**config.mk**
```make
export PLATFORM = sky130hd
export DESIGN_NAME = pc_icache_unit
export DESIGN_NICKNAME = d
export VERILOG_FILES = /design/src/rtl/pc_icache_pkg.sv /design/src/rtl/pc_icache_array.sv /design/src/rtl/pc_icache_unit.sv
export SDC_FILE = /design/constraint.sdc
export NUM_CORES = 1
export LEC_CHECK = 0
export CAP_MARGIN = 20
export CORE_ASPECT_RATIO = 1.1
export CORE_MARGIN = 1.5
export CORE_UTILIZATION = 40
export CTS_CLUSTER_SIZE = 12
export DETAILED_ROUTE_END_ITERATION = 6
export GPL_TIMING_DRIVEN = 0
export HOLD_SLACK_MARGIN = 0.05
export PLACE_DENSITY = 0.57
export SKIP_LAST_GASP = 1
export SYNTH_ARGS = -nofsm -noshare
export SYNTH_HDL_FRONTEND = slang
export SYNTH_HIERARCHICAL = 1
export SYNTH_SLANG_ARGS = --single-unit
export TNS_END_PERCENT = 100
```
**constraint.sdc**
```tcl
create_clock -name clk -period 15.9 [get_ports clk]
set_input_delay 4.77 -clock clk [delete_from_list [all_inputs] [get_ports clk]]
set_output_delay 4.77 -clock clk [all_outputs]
set_load 0.01 [all_outputs]
```
**src/rtl/pc_icache_pkg.sv**
```systemverilog
// Shared constants and types for the fetch-stage PC / instruction cache.
//   - address/data widths and cache geometry
//   - BOOT_PC, the PC value after reset
//   - refill_state_t, the refill FSM encoding (IDLE/REQ/ACK)
package pc_icache_pkg;

  localparam int VIRT_ADDR_WIDTH   = 32;
  localparam int INST_WIDTH        = 32;
  localparam int ICACHE_LINE_WIDTH = 128;
  localparam int ICACHE_LINES      = 4;
  localparam int MEM_ADDRESS_LEN   = 32;

  localparam logic [VIRT_ADDR_WIDTH-1:0] BOOT_PC = 32'h0000_1000;

  // Address split: [tag | index | word | byte]
  localparam int WORDS_PER_LINE = ICACHE_LINE_WIDTH / INST_WIDTH;
  localparam int WORD_BITS      = $clog2(WORDS_PER_LINE);
  localparam int OFFSET_BITS    = WORD_BITS + 2;
  localparam int INDEX_BITS     = $clog2(ICACHE_LINES);
  localparam int TAG_LSB        = OFFSET_BITS + INDEX_BITS;
  localparam int TAG_BITS       = VIRT_ADDR_WIDTH - TAG_LSB;

  typedef enum logic [1:0] {
    IDLE = 2'd0,
    REQ  = 2'd1,
    ACK  = 2'd2
  } refill_state_t;

endpackage

```
**src/rtl/pc_icache_array.sv**
```systemverilog
// Direct-mapped instruction cache: tag/valid/data arrays plus the refill FSM.
//   pc                       in   current fetch PC
//   wrt_en                   in   pipeline enable; gates new refill requests
//   instr_from_mem           in   refill line
//   mem_data_rdy             in   refill line valid (honoured only in REQ)
//   data_filled_ack          in   end of refill transaction (honoured only in ACK)
//   instruction              out  selected word on hit, 0 on miss
//   hit                      out  valid line with matching tag
//   request_inst_memory      out  refill request, high while in REQ
//   request_inst_memory_addr out  line-aligned refill address
module pc_icache_array
  import pc_icache_pkg::*;
(
  input  logic                         clk,
  input  logic                         reset,
  input  logic [VIRT_ADDR_WIDTH-1:0]   pc,
  input  logic                         wrt_en,
  input  logic [ICACHE_LINE_WIDTH-1:0] instr_from_mem,
  input  logic                         mem_data_rdy,
  input  logic                         data_filled_ack,
  output logic [INST_WIDTH-1:0]        instruction,
  output logic                         hit,
  output logic                         request_inst_memory,
  output logic [MEM_ADDRESS_LEN-1:0]   request_inst_memory_addr
);

  logic [TAG_BITS-1:0]          tag_q  [ICACHE_LINES];
  logic [ICACHE_LINE_WIDTH-1:0] data_q [ICACHE_LINES];
  logic [ICACHE_LINES-1:0]      valid_q;

  refill_state_t state_q, state_d;
  logic          fill;
  logic          start_req;

  logic [WORD_BITS-1:0]         word;
  logic [INDEX_BITS-1:0]        index;
  logic [TAG_BITS-1:0]          tag;
  logic [INDEX_BITS-1:0]        fill_index;
  logic [TAG_BITS-1:0]          fill_tag;
  logic [ICACHE_LINE_WIDTH-1:0] line;

  assign word  = pc[OFFSET_BITS-1:2];
  assign index = pc[TAG_LSB-1:OFFSET_BITS];
  assign tag   = pc[VIRT_ADDR_WIDTH-1:TAG_LSB];

  // The fill target comes from the latched request address, not the live PC,
  // so a branch during the refill cannot redirect the write.
  assign fill_index = request_inst_memory_addr[TAG_LSB-1:OFFSET_BITS];
  assign fill_tag   = request_inst_memory_addr[VIRT_ADDR_WIDTH-1:TAG_LSB];

  // Byte offset within the word is irrelevant for aligned fetch.
  logic unused_pc_bits;
  assign unused_pc_bits = &{1'b0, pc[1:0]};

  assign hit         = valid_q[index] && (tag_q[index] == tag);
  assign line        = data_q[index];
  assign instruction = hit ? line[int'(word)*INST_WIDTH +: INST_WIDTH] : '0;

  assign start_req           = (state_q == IDLE) && !hit && wrt_en;
  assign request_inst_memory = (state_q == REQ);

  // NOTE: every signal assigned in always_comb gets a default first so no latch is inferred.
  always_comb begin
    state_d = state_q;
    fill    = 1'b0;
    unique case (state_q)
      IDLE: if (start_req) state_d = REQ;
      REQ: begin
        if (mem_data_rdy) begin
          fill    = 1'b1;
          state_d = ACK;
        end
      end
      ACK:     if (data_filled_ack) state_d = IDLE;
      default: state_d = IDLE;
    endcase
  end

  // NOTE: sequential state uses non-blocking assignments so all registers update together.
  always_ff @(posedge clk or negedge reset) begin
    if (!reset) begin
      state_q                  <= IDLE;
      valid_q                  <= '0;
      request_inst_memory_addr <= '0;
    end else begin
      state_q <= state_d;
      if (start_req)
        request_inst_memory_addr <= {pc[MEM_ADDRESS_LEN-1:OFFSET_BITS], {OFFSET_BITS{1'b0}}};
      if (fill)
        valid_q[fill_index] <= 1'b1;
    end
  end

  // NOTE: tag/data storage has no reset; valid_q alone decides whether contents are used.
  always_ff @(posedge clk) begin
    if (fill) begin
      data_q[fill_index] <= instr_from_mem;
      tag_q[fill_index]  <= fill_tag;
    end
  end

endmodule

```
**src/rtl/pc_icache_unit.sv**
```systemverilog
// Fetch front end: PC register, next-PC mux and instruction cache.
//   clk                      in   system clock
//   reset                    in   asynchronous active-low reset
//   PCbranch                 in   branch target
//   branch_hit               in   take PCbranch as the next PC
//   wrt_en                   in   pipeline enable (0 = stall)
//   instr_from_mem           in   refill line from memory
//   mem_data_rdy             in   refill line valid
//   data_filled_ack          in   memory ends refill transaction
//   PCnext                   out  registered PC+4 (or branch target) handed to decode
//   instruction              out  fetched instruction, 0 on miss
//   inst_valid               out  instruction is a cache hit
//   request_inst_memory      out  refill request
//   request_inst_memory_addr out  line-aligned refill address
module pc_icache_unit
  import pc_icache_pkg::*;
(
  input  logic                         clk,
  input  logic                         reset,
  input  logic [VIRT_ADDR_WIDTH-1:0]   PCbranch,
  input  logic                         branch_hit,
  input  logic                         wrt_en,
  input  logic [ICACHE_LINE_WIDTH-1:0] instr_from_mem,
  input  logic                         mem_data_rdy,
  input  logic                         data_filled_ack,
  output logic [VIRT_ADDR_WIDTH-1:0]   PCnext,
  output logic [INST_WIDTH-1:0]        instruction,
  output logic                         inst_valid,
  output logic                         request_inst_memory,
  output logic [MEM_ADDRESS_LEN-1:0]   request_inst_memory_addr
);

  logic [VIRT_ADDR_WIDTH-1:0] pc_q;
  logic [VIRT_ADDR_WIDTH-1:0] next_pc;
  logic                       hit;
  logic                       advance;

  // A taken branch advances even on a miss; the in-flight refill still completes.
  assign next_pc = branch_hit ? PCbranch : pc_q + VIRT_ADDR_WIDTH'(4);
  assign advance = wrt_en && (hit || branch_hit);

  always_ff @(posedge clk or negedge reset) begin
    if (!reset) begin
      pc_q   <= BOOT_PC;
      PCnext <= '0;
    end else if (advance) begin
      pc_q   <= next_pc;
      PCnext <= next_pc;
    end
  end

  assign inst_valid = hit;

  pc_icache_array u_array (
    .clk                      (clk),
    .reset                    (reset),
    .pc                       (pc_q),
    .wrt_en                   (wrt_en),
    .instr_from_mem           (instr_from_mem),
    .mem_data_rdy             (mem_data_rdy),
    .data_filled_ack          (data_filled_ack),
    .instruction              (instruction),
    .hit                      (hit),
    .request_inst_memory      (request_inst_memory),
    .request_inst_memory_addr (request_inst_memory_addr)
  );

endmodule

```
==> results by stage <==
CTS:
- The number of CTS-inserted buffers is 73.
- The root cell of the clock tree is clkbuf_16.
- Clock-pin slew was measured on the worst setup and hold paths at ~60 ps.
- The longest clock path from root to sink contains 3 buffers.
- The number of sinks handled by clock tree synthesis is a little under 700.
- The count of H-tree levels built during CTS is 3.
- The CTS tree is built.
- The hold-fix buffer count after cts is 0.
- The clock network latency to the later pin of the worst-skew pair is roughly 600 ps.
- In this run the post-CTS setup repair buffer count came out at 0.
- The number of gates given a new drive strength after cts is 0.

Routing:
- Summed over all layers, the routed wires come to 67.87 mm.
- The first-pass detailed-route iteration total is 5.
- Once detail routing completed, the nets flagged for antenna violations numbered 0.
- The total via count after detailed routing is 14,286.
- Dividing the detail-routed via count by the number of cells gives 5.436.
- The post-detailed-route DRC marker count is 0.
- The detailed router finished its first iteration with slightly above 1,000 violations.
- In the final routed layout, each cell accounts on average for 25.83 um.

Global route:
- For this run the aggregate overflow at the end of global routing stands at 0.
- The first-pass GRT wire length is around 100 mm.
- The via count of the first global-routing pass is 15,064.
- The initial antenna violation count came to 14.
- The total global routing track utilization is 19.69%.
- The largest net degree at the start of global routing is 56.

Placed design:
- The final RePlAce weighted congestion is roughly 0.85.
- Counting tap cells, the placed design contains a total of roughly 2,500 instances.
- The total of buffers placed on input and output ports is between 200 and 300.
- The detailed placement HPWL is 47.08 mm.
- Timing analysis after detailed placement gives a worst setup slack of around 6500 ps.

STA:
- The transition time at the pin with the least slew margin is 1003 ps.
- The clock arrives with 18.40 ps of skew.
- The least setup slack across all paths after layout is around 5900 ps.
- The final sum of negative setup slack is 0 ps.
- Setup violations remaining at the end of the flow were counted as 0.
- Setup repair after global routing left no endpoint under its margin.
- The highest achievable clock rate is 99.69 MHz.
- The worst path uses a little over three fifths of the clock period.
- The number of slew-limit violations in the final report came to 0.
- The worst-case headroom to the max-slew limit is between 30% and 40%.
- The clock period minus worst slack is 10,030 ps.
- The count of endpoints failing hold in the final timing report is 0.

Floorplan:
- The standard-cell row count is 100.
- The total core area is 0.06756 mm2.
- The die area is 0.06977 mm2.
- During I/O placement, the number of pins put on the boundary was roughly 260.
- The die is around 250 um wide.
- The vertical extent of the die is 276.9 um.
- The initial cell density of the core is roughly 40%.

Synthesis:
- Dividing the synthesized area by the synthesized cell count gives ~21 um2.
- Summing the areas of all and, or, nand and nor instances in the mapped netlist gives under 10% of the synthesized area.
- In this run, distinct cell masters in the synthesized netlist total 63.
- Summing the areas of all compound-gate instances in the mapped netlist gives between 2 and 2.5% of the synthesized area.
- In this run, synthesis inferred approximately 620 flip-flops with an integrated enable.
- In this run the cell area of the synthesized design comes to 0.02728 mm2.
- The post-synthesis share of cell area spent on full adders, half adders and majority gates is less than 1%.
- The dominant combinational cell family by area after synthesis is multiplexers.
- After synthesis, the share of flip-flops with an asynchronous set or reset is under 10%.
- The share of Yosys cell area claimed by the top area cell type is between 60% and 70%.
- After synthesis, the cell types taking the most area are edfxtp_1 68%, mux4_2 14%, dfrtp_1 6.1%.
- The share of the yosys chip area belonging to registers is about three quarters.
- Summing the areas of all xor and xnor instances in the mapped netlist gives less than 1% of the synthesized area.
- The post-synthesis instance total is approximately 1,300.
- The total of flip-flops plus latches after synthesis is 683.
- Yosys printed 6 warnings.
- The library cell with the largest summed area after synthesis is edfxtp_1.
- The most used flip-flop cell after synthesis is edfxtp_1.
- The share of synthesized area spent on multiplexers is 17.38%.

Pwr:
- The fraction of power spent switching nets is about 26%.
- IR analysis of the VDD net gives a maximum drop of 0.00008622 V.
- The power per cell area is around 140 mW/mm2.
- Registers are responsible for approximately half of the overall power.
- For this design the total switching power over the nets is around 1.2 mW.
- The leakage dissipation is 11.29 nW.
- The share of total power dissipated in combinational logic is between 10% and 20%.
- The internal power consumption is 3.593 mW.
- The total chip power is 4.823 mW.
- The power share of the clock group is 32.1%.

Worst setup path:
- The largest driver fanout on the critical path is 10.
- The critical path capture point type is an output port.
- The worst endpoint data arrival time is approximately 5300 ps.
- At the worst endpoint, the required time is 11,130 ps.
- The setup slack of the most critical reg-to-reg path is roughly 10,000 ps.
- In this run the critical register-to-register path is captured at PCnext[25]$_DFFE_PN0N_.
- The first element of the critical path is PCnext[4]$_DFFE_PN0N_.
- The worst reg2reg path startpoint is PCnext[4]$_DFFE_PN0N_.
- The worst setup path is launched from a flop.
- Counting cells, the worst reg-to-reg path comes to 14.
- The critical path is of the reg2out type.
- Following the worst setup path forward leads to its endpoint at inst_valid.

Cells and area:
- The final net count is about 1,900.
- The layout overhead on the synthesized area is 24.60%.
- The finished layout holds about 2,600 standard cells, fillers aside.
- The post-route netlist has 24.79% of its cells at a drive strength greater than 1.

Job:
- Max-cap violations in this run came to 0.

Status:
- The flow ran to the end, and the final reports show no timing, DRC or antenna violations.

Min path:
- The min-delay analysis places its worst path in the category reg2reg.
-- routing by layer --
layer	vias to the layer above	wire length, um	global-route usage, %
met3	105	4108	4.343
met1	7515	27960	25.88
met2	418	34260	33.17
met5	-	151	0
met4	24	1393	5.128
li1	6224	-	-
-- flip-flops by register name, summed over array words and instances, names as in the netlist --
signal                            count
pc_q                                  1
u_array/request_inst_memory_addr     28
u_array/valid_q                       4
u_array/state_q                       2
PCnext                               32
u_array/data_q                      512
u_array/tag_q                       104
-- power by group through the flow --
stage | sequential (mW) | combinational, mW | clock, mW
after CTS | 2.37 | 0.928 | 1.59
final | 2.37 | 0.909 | 1.55
after detailed placement | 2.40 | 0.923 | 0
after global routing | 2.39 | 0.972 | 1.65
after floorplan | 2.43 | 0.496 | 0
after global placement | 2.51 | 0.850 | 0
-- synthesized netlist by cell type (4+ instances only) --
master    count
buf_6         4
clkbuf_1     31
mux2i_1      29
mux4_2      167
nand3_1      16
a21oi_1      22
o22ai_1      29
buf_1         7
nor2b_1      32
xnor2_1      17
buf_4        38
and4_1        4
mux2_4        9
a221oi_1      5
mux2_2       25
o21ai_0      18
inv_1        10
edfxtp_1    616
nand2_1      21
mux4_1       10
or2_2         4
and3_1        8
nor2_1       21
nor3_1        7
dfrtp_1      66
nand4_1      21
buf_2        15
-- kinds of logic (layout without fill, tap and decap cells) --
logic type | count (synthesis) | after routing
DFF | 683 | 683
muxes | 241 | 241
and+or+nand+nor | 155 | 155
buffers and inverters | 108 | 558
AOI/OAI and AO/OA | 97 | 97
xor gates and xnor gates | 20 | 20
adders and majority gates | 1 | 1
other | 1 | 6
-- how the worst min path moves through the flow --
stage	end	depth (start not counted)	from	slack, ps
5_1_grt	u_array/valid_q[0]$_DFFE_PN0P_	1	u_array/valid_q[0]$_DFFE_PN0P_	480
2_1_floorplan	u_array/valid_q[0]$_DFFE_PN0P_	1	u_array/valid_q[0]$_DFFE_PN0P_	430
6_report	u_array/valid_q[0]$_DFFE_PN0P_	1	u_array/valid_q[0]$_DFFE_PN0P_	460
3_3_place_gp	u_array/valid_q[0]$_DFFE_PN0P_	1	u_array/valid_q[0]$_DFFE_PN0P_	450
4_1_cts	u_array/valid_q[2]$_DFFE_PN0P_	1	u_array/valid_q[2]$_DFFE_PN0P_	470
3_5_place_dp	u_array/valid_q[1]$_DFFE_PN0P_	1	u_array/valid_q[1]$_DFFE_PN0P_	450
-- final cells by class --
type                       instances  area (um2)
fill                            5495       33570
sequential                       683       20180
multi-input combinational        518        6501
timing repair buffer             325        3440
clock buffer                      98        1994
tap                              867        1085
buffer                            98       593.1
clock inverter                    27       158.9
inverter                          10       37.54
antenna                            2       5.005
-- cell usage in the layout, fill, tap and decap left out, types with 6 or more instances in the layout --
master,synthesis,final
mux4_1,10,10
buf_4,38,41
dfrtp_1,66,66
buf_2,15,15
buf_1,7,7
nand4_1,21,21
nand2_1,21,21
a21oi_1,22,22
mux4_2,167,167
nand3_1,16,16
nor2_1,21,21
o22ai_1,29,29
buf_8,0,13
mux2_4,9,9
and3_1,8,8
inv_1,10,10
mux2_2,25,25
mux2i_1,29,29
edfxtp_1,616,616
nor2b_1,32,32
clkbuf_16,0,76
nor3_1,7,6
clkbuf_1,31,52
buf_6,4,51
clkdlybuf4s50_1,0,258
clkinv_1,0,17
o21ai_0,18,18
xnor2_1,17,17
-- critical path: stages, from the launching register on --
cell and delay, ps:
dfrtp_1 520, buf_6 250, buf_12 190, mux4_2 530, xnor2_1 220, nand4_1 320
a2111oi_4 400, o2111ai_2 510, clkbuf_1 580, inv_1 500, clkdlybuf4s50_1 620
-- stage by stage --
| step | utilization [%] | hold slack, ps | cell area, um2 |
|---|---|---|---|
| floorplan | - | 432.4 | 27290 |
| global placement | 45.83 | 448.0 | 30970 |
| detailed placement | 47.09 | 450.2 | 31820 |
| CTS | 50.28 | 469.4 | 33970 |
| global route | 50.30 | 481.5 | 33990 |
| finish | 50.31 | 460.6 | 33990 |
(Power assumes the default switching activity.)
